==> src/rtl/wb_pkg.sv <==
// Shared types and constants for the posted write-back buffer between the victim cache and pmem.
// Optional read forwarding from buffered lines is selected with the WB_READ_FORWARD_EN macro.
package wb_pkg;

    localparam int unsigned LINE_OFFSET_W = 5;
    localparam int unsigned WB_ADDR_W     = 32;
    localparam int unsigned WB_LINE_W     = 256;

    typedef enum logic [1:0] {
        IDLE,
        READ,
        DRAIN,
        RESP
    } wb_state_e;

    typedef struct packed {
        logic                                 valid;
        logic [WB_ADDR_W-LINE_OFFSET_W-1:0]   tag;
        logic [WB_LINE_W-1:0]                 data;
    } wb_entry_t;

endpackage

==> src/rtl/wb_entry_array.sv <==
// Circular line store for the write buffer: tag match, push at tail, pop at head, in-place overwrite.
// WB_READ_FORWARD_EN adds a read port returning the matching entry's data.
module wb_entry_array #(
    parameter int unsigned DEPTH  = 4,
    parameter int unsigned TAG_W  = 27,
    parameter int unsigned LINE_W = 256
) (
    input  logic                         clk,
    input  logic                         rst,
    input  logic [TAG_W-1:0]             lookup_tag,
    output logic                         hit,
`ifdef WB_READ_FORWARD_EN
    output logic [LINE_W-1:0]            hit_data,
`endif
    input  logic                         push,
    input  logic                         overwrite,
    input  logic [LINE_W-1:0]            wdata,
    input  logic                         pop,
    output logic [TAG_W-1:0]             head_tag,
    output logic [LINE_W-1:0]            head_data,
    output logic [$clog2(DEPTH+1)-1:0]   count
);

    localparam int unsigned IDX_W = $clog2(DEPTH);
    localparam int unsigned CNT_W = $clog2(DEPTH + 1);

    logic [DEPTH-1:0]  valid;
    logic [TAG_W-1:0]  tags [DEPTH];
    logic [LINE_W-1:0] data [DEPTH];
    logic [IDX_W-1:0]  head, tail, hit_idx;
    logic [DEPTH-1:0]  match_vec;

    // Coalescing keeps at most one entry per tag, so the one-hot encode below never sees two bits set.
    always_comb begin
        match_vec = '0;
        hit_idx   = '0;
        for (int unsigned i = 0; i < DEPTH; i++) begin
            match_vec[i] = valid[i] && (tags[i] == lookup_tag);
            if (match_vec[i]) hit_idx = IDX_W'(i);
        end
    end

    assign hit       = |match_vec;
    assign head_tag  = tags[head];
    assign head_data = data[head];
`ifdef WB_READ_FORWARD_EN
    assign hit_data  = data[hit_idx];
`endif

    always_ff @(posedge clk or posedge rst) begin
        if (rst) begin
            valid <= '0;
            head  <= '0;
            tail  <= '0;
            count <= '0;
            for (int unsigned i = 0; i < DEPTH; i++) begin
                tags[i] <= '0;
                data[i] <= '0;
            end
        end else begin
            if (push) begin
                valid[tail] <= 1'b1;
                tags[tail]  <= lookup_tag;
                data[tail]  <= wdata;
                tail        <= tail + 1'b1;
            end
            if (overwrite) data[hit_idx] <= wdata;
            if (pop) begin
                valid[head] <= 1'b0;
                head        <= head + 1'b1;
            end
            count <= count + CNT_W'(push) - CNT_W'(pop);
        end
    end

endmodule

==> src/rtl/pmem_write_buffer.sv <==
// Posted write-back buffer: acknowledges evicted lines at once and drains them to pmem in FIFO order.
// WB_READ_FORWARD_EN: a read hitting a buffered line is answered from the buffer; otherwise it drains first.
module pmem_write_buffer
    import wb_pkg::*;
#(
    parameter int unsigned DEPTH  = 4,
    parameter int unsigned ADDR_W = 32,
    parameter int unsigned LINE_W = 256
) (
    input  logic              clk,
    input  logic              rst,
    input  logic [ADDR_W-1:0] vc_pmem_address,
    input  logic              vc_pmem_read,
    input  logic              vc_pmem_write,
    input  logic [LINE_W-1:0] vc_pmem_wdata,
    output logic [LINE_W-1:0] vc_pmem_rdata,
    output logic              vc_pmem_resp,
    output logic [ADDR_W-1:0] pmem_address,
    output logic              pmem_read,
    output logic              pmem_write,
    output logic [LINE_W-1:0] pmem_wdata,
    input  logic [LINE_W-1:0] pmem_rdata,
    input  logic              pmem_resp,
    output logic              wb_empty
);

    localparam int unsigned TAG_W = ADDR_W - LINE_OFFSET_W;
    localparam int unsigned CNT_W = $clog2(DEPTH + 1);

    wb_state_e         state, state_next;
    logic              hit, full, push, overwrite, pop;
    logic [TAG_W-1:0]  head_tag;
    logic [LINE_W-1:0] head_data;
    logic [CNT_W-1:0]  count;
`ifdef WB_READ_FORWARD_EN
    logic              fwd_load;
    logic [LINE_W-1:0] hit_data;
`endif

    assign full     = (count == CNT_W'(DEPTH));
    assign wb_empty = (count == '0);

    wb_entry_array #(
        .DEPTH  (DEPTH),
        .TAG_W  (TAG_W),
        .LINE_W (LINE_W)
    ) u_entries (
        .clk        (clk),
        .rst        (rst),
        .lookup_tag (vc_pmem_address[ADDR_W-1:LINE_OFFSET_W]),
        .hit        (hit),
`ifdef WB_READ_FORWARD_EN
        .hit_data   (hit_data),
`endif
        .push       (push),
        .overwrite  (overwrite),
        .wdata      (vc_pmem_wdata),
        .pop        (pop),
        .head_tag   (head_tag),
        .head_data  (head_data),
        .count      (count)
    );

    always_ff @(posedge clk or posedge rst) begin
        if (rst) state <= IDLE;
        else     state <= state_next;
    end

    // A full-buffer write or (without forwarding) a matching read leaves IDLE for DRAIN and is
    // re-evaluated on return, since upstream holds its request until vc_pmem_resp.
    always_comb begin
        state_next = state;
        unique case (state)
            IDLE: begin
                if (vc_pmem_write) begin
                    state_next = (hit || !full) ? RESP : DRAIN;
                end else if (vc_pmem_read) begin
`ifdef WB_READ_FORWARD_EN
                    state_next = hit ? RESP : READ;
`else
                    state_next = hit ? DRAIN : READ;
`endif
                end else if (count != '0) begin
                    state_next = DRAIN;
                end
            end
            READ:    if (pmem_resp) state_next = RESP;
            DRAIN:   if (pmem_resp) state_next = IDLE;
            RESP:    state_next = IDLE;
            default: state_next = IDLE;
        endcase
    end

    always_comb begin
        push         = 1'b0;
        overwrite    = 1'b0;
        pop          = 1'b0;
        pmem_read    = 1'b0;
        pmem_write   = 1'b0;
        pmem_address = '0;
        pmem_wdata   = '0;
        vc_pmem_resp = 1'b0;
`ifdef WB_READ_FORWARD_EN
        fwd_load     = 1'b0;
`endif
        unique case (state)
            IDLE: begin
                push      = vc_pmem_write && !hit && !full;
                overwrite = vc_pmem_write && hit;
`ifdef WB_READ_FORWARD_EN
                fwd_load  = vc_pmem_read && !vc_pmem_write && hit;
`endif
            end
            READ: begin
                pmem_read    = 1'b1;
                pmem_address = vc_pmem_address;
            end
            DRAIN: begin
                pmem_write   = 1'b1;
                pmem_address = {head_tag, {LINE_OFFSET_W{1'b0}}};
                pmem_wdata   = head_data;
                pop          = pmem_resp;
            end
            RESP:    vc_pmem_resp = 1'b1;
            default: ;
        endcase
    end

    always_ff @(posedge clk or posedge rst) begin
        if (rst) begin
            vc_pmem_rdata <= '0;
        end else if (state == READ && pmem_resp) begin
            vc_pmem_rdata <= pmem_rdata;
`ifdef WB_READ_FORWARD_EN
        end else if (fwd_load) begin
            vc_pmem_rdata <= hit_data;
`endif
        end
    end

endmodule

==> config.mk <==
export PLATFORM = sky130hd
export DESIGN_NAME = pmem_write_buffer
export DESIGN_NICKNAME = d
export VERILOG_FILES = /design/src/rtl/wb_pkg.sv /design/src/rtl/wb_entry_array.sv /design/src/rtl/pmem_write_buffer.sv
export SDC_FILE = /design/constraint.sdc
export NUM_CORES = 2
export LEC_CHECK = 0
export BUFFER_PORTS_ARGS = -buffer_cell sky130_fd_sc_hd__buf_2
export CORE_MARGIN = 2
export CORE_UTILIZATION = 25
export CTS_BUF_LIST = sky130_fd_sc_hd__clkbuf_16
export CTS_CLUSTER_SIZE = 16
export DETAILED_ROUTE_END_ITERATION = 6
export MAX_ROUTING_LAYER = met4
export PLACE_DENSITY = 0.5
export SKIP_LAST_GASP = 1
export SLEW_MARGIN = 30
export SYNTH_ARGS = -nofsm -noshare
export SYNTH_HDL_FRONTEND = slang
export SYNTH_SLANG_ARGS = --single-unit
==> constraint.sdc <==
create_clock -name clk -period 46 [get_ports clk]
set_input_delay 4.6 -clock clk [delete_from_list [all_inputs] [get_ports clk]]
set_output_delay 4.6 -clock clk [all_outputs]
set_load 0.02 [all_outputs]
# Word-level counts from Yosys, hierarchy flattened
# Index checks and enable logic that the tools add are counted.
dict set report op_classes {
  n_bitwise 6
  n_reduce_logical 20
  n_addsub 4
  muxes 42
  n_eq_ne 11
  magnitude_cmp 9
}
# op count
set op_table {}
lappend op_table {{bitwise mux 1024 bit} 2}
lappend op_table {{two-way mux 1024 bit} 2}
lappend op_table {{two-way mux 256 bit} 5}
lappend op_table {{demux 256 bit (select 2 bit)} 2}
lappend op_table {{binary-select mux 256 bit (select 2 bit)} 1}
lappend op_table {{bitwise mux 108 bit} 1}
lappend op_table {{== test 27 bit} 4}
lappend op_table {{two-way mux 27 bit} 3}
lappend op_table {{one-hot mux 32 bit (2 select lines)} 1}
lappend op_table {{binary-select mux 27 bit (select 2 bit)} 1}
lappend op_table {{demux 27 bit (select 2 bit)} 1}
lappend op_table {{two-way mux 2 bit} 8}
lappend op_table {{logical AND 1 bit} 12}
lappend op_table {{two-way mux 1 bit} 10}
lappend op_table {{>= comparator 3 bit (second input constant)} 3}
lappend op_table {{NOT 2 -> 3 bit} 3}
lappend op_table {{two-way mux 4 bit} 2}
lappend op_table {{one-hot mux 2 bit (4 select lines)} 1}
lappend op_table {{< comparator 2 x 3 -> 1 bit (second input constant)} 2}
lappend op_table {{< comparator 3 x 1 -> 1 bit (second input constant)} 2}
lappend op_table {{adder 2 x 1 -> 2 bit (second input constant)} 2}
lappend op_table {{AND 4 bit} 1}
lappend op_table {{demux 1 bit (select 2 bit)} 2}
lappend op_table {{== test 2 bit (second input constant)} 2}
lappend op_table {{other kinds (16)} 19}
dict set report totals {
  regBits 1401
  output_inout_bits 548
  inputBits 549
  word_cells 106
}

# Logic depth before layout (Yosys ltp)
dict set report logic_depth {
  ltp_word 12
  depth_mapped 11
  ltp_nobuf 9
}

# Hierarchy
# Synthesis repeated with hierarchy kept, for this count alone.
dict set report unflattened {
  hier_cells 3957
  area_unflattened_um2 63460.9
}
# mod area_each_um2 n_inst seq_area_each_um2 cells_each
set by_module_without_submodules {}
lappend by_module_without_submodules {wb_entry_array 51430.6 1 28602.4 3034}
lappend by_module_without_submodules {pmem_write_buffer 12030.3 1 6456.2 923}

# Worst setup path after synthesis
# No wires, ideal clock.
dict set report synth_timing {
  kind {input -> output}
  start {input port vc_pmem_address[15]}
  end {output port pmem_address[15]}
  arrival_time_ns 5.189
  stages 2
  setup_slack_ns 36.211
  n_path_buf 1
  required_time_ns 41.400
  path_cell_list {clkbuf_1 -> a22o_1}
}
dict set report synth_between {
  elab_chain_cells 1
}
# item line_no
set synth_lines {}
lappend synth_lines {{start: declaration} pmem_write_buffer.sv:12} ;# input logic [ADDR_W-1:0] vc_pmem_address,
lappend synth_lines {{one-hot mux 32 bit (2 select lines)} pmem_write_buffer.sv:106} ;# unique case (state)
lappend synth_lines {{end: declaration} pmem_write_buffer.sv:18} ;# output logic [ADDR_W-1:0] pmem_address,
# Every way passes these cells.

# Worst setup path after layout
dict set report layout_timing {
  start {input port vc_pmem_address[6]}
  end {output port pmem_address[6]}
}
# Same word-level chain as after synthesis.

==> results by group <==
Synthesis
  – Netlist cell types: 47
  – Syn Nets: 4462
  – FF+latch count, synth: 1401
  – Area share of the largest cell type after synthesis: 56.1%
  – Largest cells by area after synthesis: dfrtp_1 (56%), mux2_1 (13%), mux2_2 (11%)
  – Prevailing post-synth register cell: dfrtp_1
  – Cells after synthesis: 3898
  – Most frequent cell after synthesis: dfrtp_1
  – Synthesized area: 62500 um^2
  – Ys Warns: 0
  – Sequential share of the synthesized area: 56.1%
  – Mean Syn Cell Area: 16.0 um^2
  – Yosys top cell by area: dfrtp_1
  – Number of synthesized flops with an enable pin: 0
  – Fraction of registers with async set/reset: 100%
  – Most instantiated cells after synthesis: dfrtp_1 (1401), mux2_1 (726), mux2_2 (623)

Global routing
  – Largest net degree at the start of global routing: 143
  – Gr busiest metal: met2
  – Vias in the first global route: 40931
  – GRT met2 Usage: 28.1%
  – First-pass GRT wire length: 316000 um
  – Initial antenna violation count: 125
  – GRT overflow: 0
  – Total track usage: 17.5%
  – Met3 Usage GRT: 5.06%
  – Grt met1 use: 19.9%

Job
  – Maxcap violations: 0

STA
  – Slew headroom: 31.6%
  – Clock skew: 85.2 ps
  – Final setup violating endpoints: 0
  – Unrepaired setup endpoints after global routing: no
  – Worst Max-Slew Pin Slew: 1030 ps
  – Tmin final: 9920 ps
  – Final worst path period share: 21.6%
  – Hold Fails Final Rpt: 0
  – FMAX: 0.101 GHz
  – Final Max Slew Viols: 0
  – Setup TNS Final: 0 ps

Clocking
  – Worst-skew pair later-pin latency: 850 ps
  – Max H-tree Level: 4
  – Clock Tree Buf Depth: 3
  – Root buf cell: clkbuf_16
  – Clock transition at path regs: 60 ps
  – CTS Buf Count: 165
  – Post-cts sizing count: 0
  – Setup Buffers After CTS: 0
  – Hold Buf Count CTS: 0
  – TritonCTS Sinks: 1401
  – CTS tree: yes

Status
  – Outcome: completed

Route
  – Vias/cell: 4.60
  – Routed Antenna Nets: 0
  – DRT Pass-1 Iters: 5
  – Vias: 38916
  – Drt total wl: 219000 um
  – DRT iter0 DRCs: 2311
  – DR WL/cell: 25.8 um
  – Remaining DRCs: 0

Floorplan
  – Die H: 504 um
  – IO Count: 1097
  – Die area: 254000 um^2
  – Initial Utilization: 25.1%
  – Chip Width: 504 um
  – Row Count: 183
  – Core area: 249000 um^2

Placement
  – DP HPWL: 158000 um
  – Port bufs: 1096
  – Final GP Congestion: 0.992

Finish
  – Fill cells: 24953
  – Final Util: 30.9%
  – Layout cells sized above 1: 45.9%
  – Final nets: 5512
  – Area Overhead vs Synth: 23.0%

Pwr
  – Pwr dens: 76.6 nW/um^2
  – Final Power: 5890 uW
  – Max VDD drop: 0.0448 mV
  – Leak pwr: 0.0345 uW

Critical path
  – Critical Path Fanout Max: 9
  – WP buf/inv: 2
  – Setup Crit Path Kind: in -> out
  – CP arrival: 5320 ps
  – CP startpoint kind: input port
  – Highest-delay cell along the critical path: a22o_1
  – Max incr delay on CP: 270 ps
  – CP cell instances: buf_2, a22o_1, buf_2
  – Top delay family on crit path: buffers and inverters
  – Worst EP required: 41400 ps
  – Crit end category: primary output
  – Most common cell on crit path: buf_2

Worst hold path
  – Worst min path class: reg -> reg
## where the power goes
group          internal (uW)  leakage, uW  switching, uW
clock                    703      0.00272            557
sequential              1850       0.0170            339
combinational           1130       0.0148           1310
## cells by family (layout without fill, tap and decap cells)
kind of cell    count (synthesis)  in the layout  synth area share (%)
mux                          1672           1672                  35.5
flops                        1401           1401                  56.1
simple gates                  359            359                  3.60
buf+inv                       291           1468                  2.29
xor+xnor                      112            112                  1.59
compound gates                 48             48                 0.625
fa+ha+maj                      15             15                 0.312
other cells                     0             63                     0
## stage by stage
| stage | setup WS, ps | area, um^2 | hold slack [ps] | cells |
|---|---|---|---|---|
| floorplan | 1890 | 62500 | 453 | 3898 |
| global placement | 35510 | 71400 | 462 | 8108 |
| detailed placement | 35620 | 71400 | 471 | 8109 |
| CTS | 36020 | 76700 | 483 | 8403 |
| global route | 36000 | 76900 | 489 | 8461 |
| finish | 36080 | 76900 | 480 | 8468 |
## flip-flops by register name (all words and copies together), names as in the netlist
name,flops
u_entries.tags,108
u_entries.valid,4
u_entries.count,3
u_entries.tail,2
u_entries.data,1024
vc_pmem_rdata,256
state,2
u_entries.head,2
## path summary, 6_finish.rpt
kind | end | cells past startpoint | slack [ps] | start
worst min-delay path | u_entries.data[169]$_DFF_PP0_ | 1 | 480 | u_entries.data[169]$_DFF_PP0_
worst max register to register | u_entries.data[216]$_DFF_PP0_ | 12 | 40380 | state[0]$_DFFE_PP0P_
worst max-delay path | pmem_address[6] | 3 | 36080 | vc_pmem_address[6]
max in group asynchronous | u_entries.data[737]$_DFF_PP0_ | 8 | 37030 | rst
worst min register to register | u_entries.data[169]$_DFF_PP0_ | 1 | 480 | u_entries.data[169]$_DFF_PP0_
min in group asynchronous | u_entries.data[341]$_DFF_PP0_ | 2 | 3890 | rst
## metal layers
metal | part of all wire, % | up-vias
met4 | 6.1 | 0
met2 | 48 | 1243
met5 | 0 | -
met1 | 39 | 20755
li1 | - | 16476
met3 | 6.9 | 442
## cells in the final DEF (no fill, tap or decap), types with 8 or more instances in the layout
cell and count:
clkinv_1 32, nor4_1 25, mux2_2 623, clkinv_2 13, clkinv_16 12, inv_1 68
dfrtp_1 1399, xnor2_1 57, a22o_1 27, mux2_4 40, bufinv_16 8, xor2_1 53
buf_4 46, mux4_2 283, mux2_1 726, and2_1 259, clkbuf_16 165, buf_2 1096
ha_1 13, buf_12 9, diode_2 63, nand4_1 28
## layout make-up
| class | instances | area, um^2 | area share, % |
|---|---|---|---|
| Antenna cell | 63 | 158 | 0.205 |
| Clock buffer | 165 | 4130 | 5.37 |
| Clock inverter | 129 | 1100 | 1.43 |
| Inverter | 15 | 68.8 | 0.0895 |
| Multi-Input combinational cell | 2206 | 26100 | 33.9 |
| Sequential cell | 1401 | 35100 | 45.6 |
| Tap cell | 3330 | 4170 | 5.42 |
| Timing Repair Buffer | 1159 | 6130 | 7.98 |
Note: power is estimated with default switching activity, not from simulation.
